**src/rtl/reg_stack_pkg.sv**
```systemverilog
// Shared definitions for the LIFO register stack: {push,pop} op encoding and count sizing.
package reg_stack_pkg;

   localparam logic [1:0] OP_NONE = 2'b00;
   localparam logic [1:0] OP_POP  = 2'b01;
   localparam logic [1:0] OP_PUSH = 2'b10;
   localparam logic [1:0] OP_REPL = 2'b11;

   // Count must represent 0..DEPTH inclusive.
   function automatic int unsigned cnt_w(input int unsigned depth);
      return $clog2(depth + 1);
   endfunction

endpackage

```
**src/rtl/word_reg.sv**
```systemverilog
// Load-enabled storage word with no reset; contents are qualified by the stack count.
module word_reg #(
   parameter int unsigned WIDTH = 16
) (
   input  logic             clk,
   input  logic             load,
   input  logic [WIDTH-1:0] d,
   output logic [WIDTH-1:0] q
);

   always_ff @(posedge clk) begin
      if (load) q <= d;
   end

endmodule

```
**src/rtl/reg_stack.sv**
```systemverilog
// LIFO register stack with push/pop/replace, registered top-of-stack and sticky error flag.
module reg_stack
   import reg_stack_pkg::*;
#(
   parameter int unsigned WIDTH = 16,
   parameter int unsigned DEPTH = 8
) (
   input  logic                      clk,
   input  logic                      rst_n,
   input  logic [WIDTH-1:0]          in,
   input  logic                      push,
   input  logic                      pop,
   input  logic                      clr,
   output logic [WIDTH-1:0]          out,
   output logic [cnt_w(DEPTH)-1:0]   count,
   output logic                      empty,
   output logic                      full,
   output logic                      err
);

   localparam int unsigned CW = cnt_w(DEPTH);
   localparam int unsigned IW = $clog2(DEPTH);

   logic [WIDTH-1:0] mem [DEPTH];
   logic [DEPTH-1:0] load;
   logic             we;
   logic [IW-1:0]    widx;
   logic [IW-1:0]    ridx;
   logic [WIDTH-1:0] rd_data;
   logic [CW-1:0]    count_nxt;
   logic [WIDTH-1:0] out_nxt;
   logic             err_nxt;
   logic [1:0]       op;

   assign op    = {push, pop};
   assign empty = (count == '0);
   assign full  = (count == CW'(DEPTH));

   for (genvar i = 0; i < int'(DEPTH); i++) begin : g_word
      word_reg #(.WIDTH(WIDTH)) u_word (
         .clk  (clk),
         .load (load[i]),
         .d    (in),
         .q    (mem[i])
      );
   end

   // One-hot write decode of the write index.
   always_comb begin
      load = '0;
      for (int i = 0; i < int'(DEPTH); i++) begin
         if (we && (widx == IW'(i))) load[i] = 1'b1;
      end
   end

   // Entry just below the top becomes the new top on a pop.
   always_comb begin
      ridx    = IW'(count - CW'(2));
      rd_data = '0;
      for (int i = 0; i < int'(DEPTH); i++) begin
         if (ridx == IW'(i)) rd_data = mem[i];
      end
   end

   always_comb begin
      count_nxt = count;
      out_nxt   = out;
      err_nxt   = err;
      we        = 1'b0;
      widx      = IW'(count);
      if (clr) begin
         count_nxt = '0;
         out_nxt   = '0;
         err_nxt   = 1'b0;
      end else begin
         case (op)
            OP_PUSH: begin
               if (full) begin
                  err_nxt = 1'b1;
               end else begin
                  we        = 1'b1;
                  count_nxt = count + CW'(1);
                  out_nxt   = in;
               end
            end
            OP_POP: begin
               if (empty) begin
                  err_nxt = 1'b1;
               end else if (count == CW'(1)) begin
                  count_nxt = '0;
                  out_nxt   = '0;
               end else begin
                  count_nxt = count - CW'(1);
                  out_nxt   = rd_data;
               end
            end
            OP_REPL: begin
               we      = 1'b1;
               out_nxt = in;
               if (empty) begin
                  count_nxt = CW'(1);
               end else begin
                  widx = IW'(count - CW'(1));
               end
            end
            default: ;
         endcase
      end
   end

   always_ff @(posedge clk or negedge rst_n) begin
      if (!rst_n) begin
         count <= '0;
         out   <= '0;
         err   <= 1'b0;
      end else begin
         count <= count_nxt;
         out   <= out_nxt;
         err   <= err_nxt;
      end
   end

endmodule
```
**config.mk**
```make
export PLATFORM = sky130hd
export DESIGN_NAME = reg_stack
export DESIGN_NICKNAME = d
export VERILOG_FILES = /design/src/rtl/reg_stack_pkg.sv /design/src/rtl/word_reg.sv /design/src/rtl/reg_stack.sv
export SDC_FILE = /design/constraint.sdc
export NUM_CORES = 1
export LEC_CHECK = 0
export CAP_MARGIN = 20
export CELL_PAD_IN_SITES_DETAIL_PLACEMENT = 1
export CELL_PAD_IN_SITES_GLOBAL_PLACEMENT = 2
export CORE_UTILIZATION = 39
export CTS_CLUSTER_DIAMETER = 40
export DETAILED_ROUTE_END_ITERATION = 8
export GPL_ROUTABILITY_DRIVEN = 0
export PLACE_DENSITY_LB_ADDON = 0.3
export SYNTH_ARGS = -nofsm -noshare
export SYNTH_HDL_FRONTEND = slang
export SYNTH_HIERARCHICAL = 1
export SYNTH_SLANG_ARGS = --single-unit
```
**constraint.sdc**
```tcl
create_clock -name clk -period 2.8 [get_ports clk]
set_input_delay 0.84 -clock clk [delete_from_list [all_inputs] [get_ports clk]]
set_output_delay 0.84 -clock clk [all_outputs]
set_load 0.05 [all_outputs]
```
=== Yosys cells after proc, flatten, opt, wreduce, memory -nomap -nowiden ===
Index checks and enable logic that the tools add are counted.

* Multiplexer cells: 37
* Eq/ne operators: 24
* Reduce and logical (&&, ||, !) cells: 16
* $add $sub $neg: 3

{| class="wikitable"
|+ Operator list
! kind !! count
|-
| $mux W16 || 12
|-
| $pmux W16 S3 || 1
|-
| $eq A3 B3 Y1 const B || 8
|-
| $mux W4 || 5
|-
| $ne A3 B3 Y1 const B || 5
|-
| $mux W1 || 13
|-
| $eq A3 B2 Y1 const B || 4
|-
| $pmux W4 S3 || 1
|-
| $mux W3 || 3
|-
| $logic_and A1 B1 Y1 || 8
|-
| $eq A3 B1 Y1 const B || 2
|-
| $logic_not A3 Y1 || 2
|-
| $reduce_and A3 Y1 || 2
|-
| $add A4 B1 Y4 const B || 1
|-
| $eq A2 B2 Y1 const B || 2
|-
| $eq A4 B1 Y1 const B || 1
|-
| $eq A4 B4 Y1 const B || 1
|-
| $logic_not A4 Y1 || 1
|-
| $pmux W1 S2 || 2
|-
| $reduce_and A4 Y1 || 1
|-
| $reduce_bool A4 Y1 || 1
|-
| $sub A4 B1 Y4 const B || 1
|-
| $reduce_bool A3 Y1 || 1
|-
| $sub A3 B2 Y3 const B || 1
|-
| $eq A2 B1 Y1 const B || 1
|}

* Word-level logic and storage cells: 91
* Output and inout bits: 23
* Bits in registers: 149
* Input bits: 21

=== Depth between registers and ports, before layout ===
Gate-level depths: netlist (run 1).

* Depth after elaboration: 14
* Gate-level depth with buffers: 9
* Gate-level depth less buffers: 7

=== Modules after synthesis ===
The synthesis (run 1) kept the hierarchy.

{| class="wikitable"
|+ Modules (own cells, without submodules)
! module !! cells an instance !! seq. area each (µm²) !! area each (µm²) !! instances
|-
| word_reg || 16 || 480.5 || 480.5 || 8
|-
| reg_stack || 281 || 525.5 || 2,456.1 || 1
|}

=== Worst setup path before layout (run 1) ===
Ideal clock, no wire load.

* Path type: reg2reg
* Start: register count[0]
* End: register g_word[6].u_word.q[0], enable pin
* Data arrival time: 2.788 ns
* Stages on the path, launching flop included: 9
* Setup time: 0.388 ns
* Setup slack: -0.377 ns
* Buffers on the path: 1
* Period minus slack after synthesis: 3.177 ns
* Required time: 2.412 ns
* Cell sequence: dfrtp_1 > inv_1 > ha_1 > or3b_1 > buf_6 > clkinv_4 > nor3_1 > a22oi_1 > nor2_1

* Longest elaborated chain between the ends: 7
* Elaborated cells between the ends (all ways): 12
* Those cells by class: add/sub (1); eq/ne (2); mux (7); reduce/logical (2)

{| class="wikitable"
|+ RTL lines
! item !! RTL line !! source
|-
| start: declaration || reg_stack.sv:15 || <nowiki>output logic [cnt_w(DEPTH)-1:0] count,</nowiki>
|-
| start signal: assignment || reg_stack.sv:117 || <nowiki>count <= count_nxt;</nowiki>
|-
| $logic_not A4 Y1 || reg_stack.sv:36 || <nowiki>assign empty = (count == '0);</nowiki>
|-
| via empty || reg_stack.sv:16 || <nowiki>output logic empty,</nowiki>
|-
| $mux W3 || reg_stack.sv:100 || <nowiki>if (empty) begin</nowiki>
|-
| $mux W3 || reg_stack.sv:76 || <nowiki>case (op)</nowiki>
|-
| $mux W3 || reg_stack.sv:71 || <nowiki>if (clr) begin</nowiki>
|-
| $eq A3 B3 Y1 || reg_stack.sv:52 || <nowiki>if (we && (widx == IW'(i))) load[i] = 1'b1;</nowiki>
|-
| $logic_and A1 B1 Y1 || reg_stack.sv:52 ||
|-
| $mux W1 || reg_stack.sv:52 ||
|-
| via load[6] || reg_stack.sv:25 || <nowiki>logic [DEPTH-1:0] load;</nowiki>
|-
| end signal: assignment || word_reg.sv:12 || <nowiki>if (load) q <= d;</nowiki>
|-
| end: declaration || word_reg.sv:8 || <nowiki>output logic [WIDTH-1:0] q</nowiki>
|}

The timed path passes the listed nets, and every way through them passes these cells.
A chain may end at the register's enable or synchronous reset.

=== Worst setup path after layout (run 1) ===
* Start: register count[1]
* End: output port empty

* Longest elaborated chain between the ends: 1

{| class="wikitable"
|+ RTL lines
! item !! RTL line
|-
| $logic_not A4 Y1 || reg_stack.sv:36
|-
| end: declaration || reg_stack.sv:16
|}

Every way passes these cells.

==> metrics.md, run 1 <==
| Metric | Value |
|---|---|
| WL final | `17.4 mm` |
| Area leader, netlist | `edfxtp_1` |
| First-pass iteration count of the detailed router | `4` |
| DIE WIDTH | `roughly 130 um` |
| Num ports | `44` |
| Die area | `0.0167 sq mm` |
| Slowest stage delay, CP | `between 0.4 and 0.5 ns` |
| Post-DP HPWL | `10.6 mm` |
| First-pass GRT wire length | `26.9 mm` |
| Yosys warnings | `6` |
| Initial antenna violation count | `0` |
| Chip height | `~130 um` |
| #FFs+latches synth | `149` |
| Area Growth Syn to Fin | `26.0%` |
| Share of cells above drive strength 1 | `22.7%` |
| Pwr Density | `874 mW/mm^2` |
| Final Cycle Share | `96.9%` |
| Setup WS post-layout | `about 0.087 ns` |
| Final min period | `2.71 ns` |
| Initial core utilization | `approximately two fifths` |
| Via density | `between 5 and 6` |
| Remaining Overflow, GRT | `0` |
| Top FF cell, synth | `edfxtp_1` |
| HP Class | `register to register` |
| Worst-margin pin slew | `0.830 ns` |
| Worst setup path class | `register to primary output` |
| Initial drt markers | `between 200 and 250` |
| CTS Buffer Depth | `2` |
| Placement Setup Slack | `-0.0909 ns` |
| Nature of the critical path endpoint | `primary output` |
| Core area | `0.0158 sq mm` |
| Multi-input gate area | `0.00170 sq mm` |
| Worst-path cell chain | `inv_1 -> ha_4 -> or3b_4 -> clkinv_4 -> buf_12` |
| Nets | `509` |
| DRC violations left | `0` |
| Req. time, crit path | `1.96 ns` |
| Cts bufs inserted | `17` |
| Worst path bufs/invs | `3` |
| Final Max Tran Viols | `0` |
| Register area share after synthesis | `between 60% and 70%` |
| FF/Latch Area | `0.00437 sq mm` |
| TritonCTS clock tree | `built` |
| Most frequent cell after synthesis | `edfxtp_1` |
| # fillers | `1530` |
| Antenna diode count | `0` |
| Clock skew | `0.00848 ns` |
| Port Buf Inserts | `43` |
| Status | `finished, final reports clean` |
| CTS Sinks | `149` |
| Largest net degree at the start of global routing | `35` |
| Post-Syn Nets | `between 400 and 500` |
| Max VDD drop | `about 0.00048 V` |
| Ys async rst share | `14.1%` |
| Max Cap Viol | `0` |
| Final Core Density | `50.1%` |
| Leading post-synthesis cells by instance count | `edfxtp_1 (128), inv_1 (22), dfrtp_1 (21)` |
| CTS Root Cell | `clkbuf_16` |
| Slowest-stage cell, CP | `dfrtp_2` |
| RSZ-0062 raised after global routing | `false` |
| CP Data Arrival Time | `1.87 ns` |
| Top delay family on crit path | `flip-flops` |
| Static Leakage | `2.73 nW` |
| Startpoint class of the critical path | `register` |
| Slew headroom | `44.6%` |
| Number of flops mapped to enable cells by yosys | `128` |
| Worst-Skew Late Latency | `roughly 0.42 ns` |
| F_max | `0.369 GHz` |
| Htree depth | `4` |
| Gr usage total | `22.8%` |
| Synthesized area | `0.00630 sq mm` |
| Hold Fails Final Rpt | `0` |
| Yosys cell types | `52` |
| Avg Cell Area, Syn | `~15 sq um` |
| Routed len/inst | `24.5 um` |
| FP Rows | `46` |
| Yosys top cell area share | `between 60% and 70%` |
| Number of global-route vias before repair | `4428` |
| Clock slew seen by the registers of the worst setup and hold paths | `0.05 ns` |
| Cells after Synth | `~410` |
| Crit Path Max Fanout | `7` |
| Final ANT Viol Nets | `0` |
| Final setup vio count | `0` |
| DR vias | `4071` |
| Synth top area cells | `edfxtp_1 (61%), dfrtp_1 (8.3%), a221oi_2 (3.6%)` |
==> worst reg2reg max path, cell delays in order (launching register included) <==
cell	delay [ns]
dfrtp_2	0.46
inv_1	0.14
ha_4	0.19
or3b_4	0.44
a21oi_1	0.23
a22oi_1	0.18
nor2_4	0.54
==> power by group <==
group          switching [W]  internal, W
combinational        0.00125     0.000811
clock               0.000860      0.00142
sequential         0.0000584      0.00253
total                0.00217      0.00476
==> layout make-up <==
cell class / instances / share of cell area, %
flip-flops and latches: 149 / 55.1
multi-input cells: 201 / 21.4
repair buffers: 88 / 11.6
clock buffers: 22 / 5.72
well taps: 216 / 3.41
clock inverters: 10 / 1.64
inverters: 24 / 1.20
==> cells by family after synthesis <==
family	synth area share, %
muxes	0.338
AOI/OAI and AO/OA	21.1
buffers and inverters	4.65
and+or+nand+nor	2.94
xor gates and xnor gates	0.278
DFF	69.4
adders and majority gates	1.39
==> what timing repair did <==
action,4_1_cts,5_1_grt
gates resized for setup,8,2
cloned,1,0
setup endpoints to repair,3,2
setup buffers,2,0
hold buffers,0,0
endpoints found under the hold margin,0,0
==> path summary, 6_finish.rpt <==
kind	startpoint	endpoint	slack, ns	cells after the start
worst max-delay path	count[1]	empty	0.09	5
worst min-delay path	out[1]	out[1]	0.54	2
worst max register to register	count[1]	g_word[2].u_word/q[7]	0.26	6
worst min register to register	out[1]	out[1]	0.54	2
max in group asynchronous	rst_n	count[1]	1.69	2
min in group asynchronous	rst_n	count[2]	0.79	2
==> cells in the final DEF (no fill, tap or decap), drive strengths merged, types with 2 or more instances in the layout <==
master,n
a21oi,18
a221o,15
a221oi,33
a22oi,3
a2bb2oi,3
a32o,2
a32oi,15
and2b,2
buf,46
bufinv,3
clkbuf,22
clkdlybuf4s50,40
clkinv,8
dfrtp,21
edfxtp,128
ha,7
inv,23
nand2,6
nand2b,3
nand3,2
nand3b,2
nor2,11
nor2b,3
o21a,15
o21ai,7
o22ai,17
o31ai,16
o32ai,3
or3b,2
xnor2,2
==> routing by layer <==
layer	global-route usage [%]	vias up	wire length [um]
li1	-	1822	-
met1	28.5	2133	7330
met2	38.7	94	8880
met3	4.83	22	795
met4	9.34	0	413
met5	0	-	0
==> per-stage QoR <==
stage	setup TNS, ns	hold slack [ns]	instance area (sq um)	std cells	total power [W]
after floorplan	-4.08	0.544	6340	409	0.00390
after global placement	-0.599	0.494	7260	674	0.00453
after detailed placement	-1.42	0.520	7280	675	0.00457
after CTS	0	0.532	7940	710	0.00698
after global routing	0	0.564	7940	710	0.00720
final	0	0.537	7940	710	0.00693
==> state kept, by name, indices dropped and copies added, names as in the netlist <==
name and count:
count 4, err 1, g_word.u_word/q 128, out 16
Power figures use the tool's default switching activity.
==> run 2, diff against run 1 <==
- SLEW_MARGIN: not set -> 20
==> run 2 against run 1 <==
First-iteration DRC count is 21% higher. Routed wire length up 0.47%. Maximum frequency about the same. Final cell count down 0.14%. Via count up 2.0%. Combinational power about the same. Non-clock buffer count shrank 1. Largest cell class unchanged. Flip-flop and latch count stayed put. Global-route usage about the same.
==> metrics.md, run 2 (synthesis gave the netlist of run 1 again) <==
| Metric | Value |
|---|---|
| Hold_buf cts | `0 (unchanged)` |
| Chip height | `129 um (unchanged)` |
| Status | `finished, final reports clean` |
| Slew headroom | `49.1% (+4.5 points)` |
| Most common cell after layout, fill and taps aside | `edfxtp_1` |
| Net switching power | `0.00218 W (+0.56%)` |
| Antenna diode count | `0 (unchanged)` |
| Remaining Overflow, GRT | `0 (unchanged)` |
| Clock slew seen by the registers of the worst setup and hold paths | `0.06 ns (about the same)` |
| Reg-to-reg startpoint | `count[0]` |
| Htree depth | `4 (unchanged)` |
| Pwr Density | `865 mW/mm^2 (-0.97%)` |
| Number of global-route vias before repair | `4399 (-0.65%)` |
| CTS Buffer Depth | `2 (unchanged)` |
| Crit path to | `empty` |
| Final min period | `2.71 ns (+0.00110 ns)` |
| CTS Root Cell | `clkbuf_16` |
| Static Leakage | `2.72 nW (-0.11%)` |
| Initial core utilization | `39.8% (unchanged)` |
| Int Pwr | `0.00466 W (-2.2%)` |
| Final Core Density | `49.9% (-0.20 points)` |
| Most frequent cells in the layout | `edfxtp_1 (128), clkdlybuf4s50_1 (40), buf_4 (35)` |
| Final Cycle Share | `96.9% (about the same)` |
| Hold Slack | `0.538 ns (+0.00106 ns)` |
| Initial antenna violation count | `0 (unchanged)` |
| Hold Fails Final Rpt | `0 (unchanged)` |
| First-pass GRT wire length | `27.0 mm (about the same)` |
| Req. time, crit path | `1.96 ns (about the same)` |
| Initial drt markers | `292 (+21%)` |
| Worst setup path class | `register to primary output` |
| Nets | `508 (-0.20%)` |
| DR vias | `4152 (+2.0%)` |
| Clock skew | `0.0119 ns (+0.00344 ns)` |
| Gr usage total | `22.8% (about the same)` |
| Crit Path Max Fanout | `6 (-1)` |
| Port Buf Inserts | `43 (unchanged)` |
| Biggest registers after layout | `g_word.u_word/q x128, out x16, count x4` |
| Placement Setup Slack | `-0.0788 ns (+0.0121 ns)` |
| DIE WIDTH | `129 um (unchanged)` |
| RSZ-0062 raised after global routing | `false` |
| Worst Setup SP | `count[0]` |
| Post-DP HPWL | `10.6 mm (about the same)` |
| Comb power frac | `30.1% (+0.3 points)` |
| Hold Crit Start | `out[3]` |
| Clk pwr share | `31.9% (-1.0 points)` |
| CP Data Arrival Time | `1.87 ns (about the same)` |
| Worst R2R Path Depth | `6 (unchanged)` |
| Core area | `0.0158 sq mm (unchanged)` |
| Nature of the critical path endpoint | `primary output` |
| Setup WS post-layout | `0.0857 ns (-0.00110 ns)` |
| Cts bufs inserted | `17 (unchanged)` |
| Max Cap Viol | `0 (unchanged)` |
| Routed len/inst | `24.7 um (+0.61%)` |
| FP Rows | `46 (unchanged)` |
| First-pass iteration count of the detailed router | `4 (unchanged)` |
| Startpoint class of the critical path | `register` |
| Largest net degree at the start of global routing | `35 (unchanged)` |
| Worst-Skew Late Latency | `0.43 ns (about the same)` |
| Number of flip-flops in the largest register | `128 (unchanged)` |
| Share of cells above drive strength 1 | `22.5% (-0.16 points)` |
| HP Class | `register to register` |
| Final ANT Viol Nets | `0 (unchanged)` |
| Placed instance count | `674 (-0.15%)` |
| Worst-margin pin slew | `0.762 ns (-0.0673 ns)` |
| Largest Register | `g_word.u_word/q` |
| DRC violations left | `0 (unchanged)` |
| Num ports | `44 (unchanged)` |
| Non-Filler Instances | `709 (-0.14%)` |
| Final Max Tran Viols | `0 (unchanged)` |
| Area Growth Syn to Fin | `25.5%` |
| TritonCTS clock tree | `built` |
| Die area | `0.0167 sq mm (unchanged)` |
| F_max | `0.368 GHz (about the same)` |
| Final setup vio count | `0 (unchanged)` |
| WL final | `17.5 mm (+0.47%)` |
| Seq pwr share | `38.0% (+0.6 points)` |
| Via density | `5.86 (+2.1%)` |
| Setup TNS | `0 ns (unchanged)` |
| Worst R2R End | `g_word[2].u_word/q[15]` |
| Switching share of power | `31.9% (+0.61 points)` |
| Max VDD drop | `0.000502 V (+4.0%)` |
| CTS Sinks | `149 (unchanged)` |
| Reg2Reg Setup Slack | `0.30 ns (+0.04 ns)` |
==> run 2: how the worst min path moves through the flow <==
stage / to / slack [ns] / cells after the start
after floorplan: count[0] / 0.54 / 0
after global placement: err / 0.49 / 2
after detailed placement: out[3] / 0.52 / 2
after CTS: out[3] / 0.54 / 2
after global routing: out[10] / 0.57 / 2
final: out[3] / 0.54 / 2
==> run 2: critical path, cell delays in order (launching register included) <==
cell,delay [ns]
dfrtp_2,0.45
inv_2,0.13
ha_4,0.20
or3b_4,0.44
clkinv_4,0.09
buf_12,0.13
==> run 2: timing repair <==
| item | in CTS | in global routing |
|---|---|---|
| setup endpoints to repair | 2 | 3 |
| setup buffers | 0 | 2 |
| cloned | 1 | 0 |
| resized for setup | 7 | 2 |
==> run 2: layer usage <==
metal | vias to the layer above | part of all wire (%) | GRT usage, %
met4 | 0 | 2.5 | 10.0
met5 | - | 0 | 0
met2 | 119 | 52 | 39.3
met1 | 2185 | 42 | 28.2
li1 | 1817 | - | -
met3 | 31 | 3.6 | 3.92
==> run 2: layout make-up <==
cell class | instances | area, sq um
clock buffer | 20 | 447
timing repair buffer | 87 | 908
multi-input combinational | 201 | 1700
clock inverter | 12 | 113
inverter | 24 | 95.1
tap | 216 | 270
sequential | 149 | 4370
fill | 1534 | 7920
==> run 2: metrics by stage <==
stage | area (sq um) | total power, W
after floorplan | 6340 | 0.00390
after global placement | 7260 | 0.00453
after detailed placement | 7270 | 0.00457
after CTS | 7890 | 0.00687
after global routing | 7910 | 0.00709
final | 7910 | 0.00684
==> run 2: power groups by stage <==
stage          logic [W]  clock network (W)  registers, W
2_1_floorplan    0.00111                  0       0.00279
3_3_place_gp     0.00190                  0       0.00264
3_5_place_dp     0.00193                  0       0.00264
4_1_cts          0.00205            0.00222       0.00260
5_1_grt          0.00218            0.00230       0.00261
6_report         0.00206            0.00218       0.00260
